--- src/rtl/inst_fetch_mem.sv ---
// Instruction memory with valid/ready fetch port and program-load port; optional fetch counter under INST_FETCH_MEM_STATS_EN.
// One-cycle fetch latency; the response register stalls under rsp_ready=0 and req_ready drops until it drains.
module inst_fetch_mem #(
    parameter int                DATA_W   = 8,
    parameter int                ADDR_W   = 8,
    parameter int                DEPTH    = 256,
    parameter logic [DATA_W-1:0] NOP_WORD = DATA_W'(8'b01111000)
) (
    input  logic              clk,
    input  logic              reset,
    input  logic              load_en,
    input  logic [ADDR_W-1:0] load_addr,
    input  logic [DATA_W-1:0] load_data,
    input  logic              req_valid,
    output logic              req_ready,
    input  logic [ADDR_W-1:0] req_addr,
    output logic              rsp_valid,
    input  logic              rsp_ready,
    output logic [DATA_W-1:0] rsp_data,
    output logic [ADDR_W-1:0] rsp_addr,
    output logic              rsp_err
`ifdef INST_FETCH_MEM_STATS_EN
    ,
    output logic [15:0]       fetch_count
`endif
);

    localparam int                IDX_W   = (DEPTH > 1) ? $clog2(DEPTH) : 1;
    localparam logic [ADDR_W:0]   DEPTH_C = (ADDR_W + 1)'(DEPTH);

    // Power-up contents are NOP; reset deliberately leaves the array alone.
    logic [DATA_W-1:0] mem [DEPTH] = '{default: NOP_WORD};

    logic              load_in_range;
    logic              req_in_range;
    logic              fetch_acc;
    logic [IDX_W-1:0]  load_idx;
    logic [IDX_W-1:0]  req_idx;

    assign load_in_range = ({1'b0, load_addr} < DEPTH_C);
    assign req_in_range  = ({1'b0, req_addr} < DEPTH_C);
    assign load_idx      = load_addr[IDX_W-1:0];
    assign req_idx       = req_addr[IDX_W-1:0];

    assign req_ready = (!rsp_valid || rsp_ready) && !load_en && !reset;
    assign fetch_acc = req_valid && req_ready;

    always_ff @(posedge clk) begin
        if (load_en && load_in_range) begin
            mem[load_idx] <= load_data;
        end
    end

    always_ff @(posedge clk) begin
        if (reset) begin
            rsp_valid <= 1'b0;
            rsp_data  <= '0;
            rsp_addr  <= '0;
            rsp_err   <= 1'b0;
        end else if (fetch_acc) begin
            rsp_valid <= 1'b1;
            rsp_data  <= req_in_range ? mem[req_idx] : NOP_WORD;
            rsp_addr  <= req_addr;
            rsp_err   <= !req_in_range;
        end else if (rsp_ready) begin
            rsp_valid <= 1'b0;
        end
    end

`ifdef INST_FETCH_MEM_STATS_EN
    always_ff @(posedge clk) begin
        if (reset) begin
            fetch_count <= '0;
        end else if (fetch_acc && (fetch_count != 16'hFFFF)) begin
            fetch_count <= fetch_count + 16'd1;
        end
    end
`endif

endmodule

--- config.mk ---
export PLATFORM = sky130hd
export DESIGN_NAME = inst_fetch_mem
export DESIGN_NICKNAME = d
export VERILOG_FILES = /design/src/rtl/inst_fetch_mem.sv
export SDC_FILE = /design/constraint.sdc
export NUM_CORES = 2
export LEC_CHECK = 0
export ABC_AREA = 1
export CORE_MARGIN = 2
export CORE_UTILIZATION = 39
export DETAILED_ROUTE_END_ITERATION = 8
export REMOVE_ABC_BUFFERS = 1
export SYNTH_ARGS = -nofsm -noshare
export SYNTH_HDL_FRONTEND = slang
export SYNTH_SLANG_ARGS = --single-unit
--- constraint.sdc ---
create_clock -name clk -period 5.08 [get_ports clk]
set_input_delay 0.762 -clock clk [delete_from_list [all_inputs] [get_ports clk]]
set_output_delay 0.762 -clock clk [all_outputs]
set_load 0.1 [all_outputs]
==> results.json <==
{
  "grtUsageTotal_pct": 20.9,
  "place_area_mm2": 0.0871,
  "crit_cells": 1,
  "synth_top_area_share_pct": 73.2,
  "slowest_delay_ns": 1.23,
  "yosysUniqueCellTypes": 19,
  "postLayoutSetupSlackWorst_ns": 1.64,
  "maxCapViolCount": 0,
  "period_minus_slack_ns": 3.44,
  "die_h_um": 468,
  "grt_pass1_vias": 52300,
  "stdcell_count": 10000,
  "cts-resized-gates": 0,
  "synth_area_leaders": "edfxtp_1, nand3_1, nand2_1",
  "postRouteAntennaNets": 0,
  "yosys_register_bits": 2065,
  "post-route-period-util_pct": 67.7,
  "endpoint_kind": "primary output",
  "post_cts_buffers": 0,
  "vias": 54900,
  "mostFrequentLayoutCells": "nand2_1, edfxtp_1, nand3_1, nor2_1, clkbuf_16",
  "io_buffer_count": 46,
  "htree_levels": 4,
  "crit_slowest_cell": "clkdlybuf4s50_1",
  "grt_setup_unrepaired": "no",
  "ys_warn_count": 0,
  "syn_inst": 7126,
  "post_drt_wl_per_cell_um": 23.2,
  "drt_wl_total_um": 233000,
  "peakVddDrop_mv": 0.269,
  "finalSetupViolCount": 0,
  "grt_pass1_wl_um": 345000,
  "status": "completed",
  "powerDensity_mw_per_mm2": 381,
  "crit_chain": "clkdlybuf4s50_1",
  "multi_input_area_mm2": 0.0195,
  "num_rows": 170,
  "drv_slew": 0,
  "die_width_um": 468,
  "clk_pin_slew_worst_paths_ns": 0.06,
  "yosys.area.top_type": "edfxtp_1",
  "layout_commonest_cell": "nand2_1",
  "hold_viol": 0,
  "final_area_mm2": 0.0934,
  "drc": 0,
  "worstSetupStartpointType": "flip-flop",
  "skew_ns": 0.0343,
  "clk_latency_ns": 0.84,
  "p_leak_uw": 0.0322,
  "worst-slew-pin-transition_ns": 1.31,
  "rr_worst_depth": 12,
  "critPathKind": "reg -> out",
  "syn_area_mm2": 0.0840,
  "ctsHoldBuffers": 0,
  "drtIter0Drc": 6413,
  "hold_class": "in -> reg",
  "startpoint": "rsp_addr[2]",
  "required_ns": 4.32,
  "relSlewSlack_pct": 12.8,
  "cts_buffer_depth": 3,
  "worst-r2r-setup-slack_ns": 3.05,
  "place_ws_ns": 0.954,
  "gr-total-overflow": 0,
  "seq_area_frac_synth_pct": 73.6,
  "dr.pass1.iters": 6,
  "cts_tree": "built",
  "vias_per_cell": 5.47,
  "core-area_mm2": 0.214,
  "grt_max_degree": 194,
  "crit_end": "rsp_addr[2]",
  "worstPathBufferInverterCount": 1,
  "place_congestion": 0.863,
  "rr_startpoint": "mem[231][6]",
  "dieArea_mm2": 0.219,
  "fin_setup_tns_ns": 0,
  "fillers": 19600,
  "antenna_found_initial": 11,
  "synth_edf_count": 2048,
  "worstPathArrival_ns": 2.68,
  "avgSynthCellArea_um2": 11.8,
  "syn_to_final_growth_pct": 11.3,
  "timing.rr.end": "rsp_data[6]",
  "drive_gt1_share_pct": 6.15,
  "ys.flop_type": "edfxtp_1",
  "fmaxAchievable_mhz": 291,
  "hpwlAfterDp_um": 129000,
  "async_flop_share_pct": 0,
  "dp.cells": 9666,
  "root_buffer": "clkbuf_16",
  "seq_area_mm2": 0.0618,
  "boundaryPins": 48,
  "critPathMaxFanout": 2,
  "cts.sinks": 2065,
  "fin_nets": 7064,
  "start_util_pct": 39.2,
  "final_util_pct": 43.6,
  "cp_top_family": "buffers and inverters",
  "numCtsBuffers": 205
}
[area by class of cell]
class / count / area share [%]
sequential: 2065 / 66.2
tap: 2838 / 3.80
clock inverter: 109 / 0.986
inverter: 43 / 0.218
antenna: 2 / 0.00536
clock buffer: 265 / 5.83
multi-input combinational: 4531 / 20.9
timing repair buffer: 189 / 2.11
[per-stage QoR]
stage          hold slack [ns]  total power (uW)
2_1_floorplan            0.861             20200
3_3_place_gp             0.470             21300
3_5_place_dp             0.472             21400
4_1_cts                  0.422             35700
5_1_grt                  0.439             36600
6_report                 0.434             35600
[routing by layer]
layer / vias up / GRT usage (%) / routed length [um]
li1: 25000 / - / -
met1: 27100 / 28.5 / 95300
met2: 2352 / 33.8 / 111000
met3: 414 / 2.92 / 16900
met4: 0 / 8.51 / 9420
met5: - / 0 / 0
[cells in the mapped netlist, types with 5 or more instances]
cell type / instances
buf_1: 39
buf_2: 243
buf_4: 79
buf_6: 5
clkbuf_1: 120
clkinv_1: 5
dfxtp_1: 17
edfxtp_1: 2048
inv_1: 36
nand2_1: 2262
nand3_1: 1974
nor2_1: 284
o21ai_0: 8
[how the worst min path moves through the flow]
stage / from / endpoint / depth (start not counted)
final: load_data[2] / mem[65][2] / 1
after global routing: load_data[3] / mem[201][3] / 1
after CTS: load_data[3] / mem[201][3] / 1
after detailed placement: rsp_addr[6] / rsp_addr[6] / 2
after global placement: rsp_addr[6] / rsp_addr[6] / 2
after floorplan: load_data[0] / mem[0][0] / 0
[flip-flops by register name, indices dropped and copies added, names as in the netlist]
signal	count
rsp_data	8
rsp_valid	1
rsp_addr	8
mem	2048
[worst register-to-register path, stage by stage (launching register included)]
cell,delay (ns)
edfxtp_1,0.38
nand2_1,0.08
nand3_1,0.09
nand3_1,0.18
nand3_1,0.13
nand3_1,0.20
nand2_1,0.21
nand2_1,0.12
nand2_1,0.19
nand2_1,0.12
nand3_1,0.08
nand3_1,0.09
nand2_1,0.07
[where the power goes]
part / switching, uW / leakage (uW) / internal (uW)
combinational: 1720 / 0.0105 / 519
sequential: 21.0 / 0.0185 / 18800
clock: 6410 / 0.00311 / 8160
total: 8150 / 0.0322 / 27400
[cell families after synthesis]
group | Yosys count | synth area share [%]
AOI/OAI and AO/OA | 9 | 0.0536
buffers and inverters | 530 | 3.15
DFF | 2065 | 73.6
and+or+nand+nor | 4521 | 23.2
other | 1 | 0.00447
No activity file was read; power rests on OpenSTA's default activity.
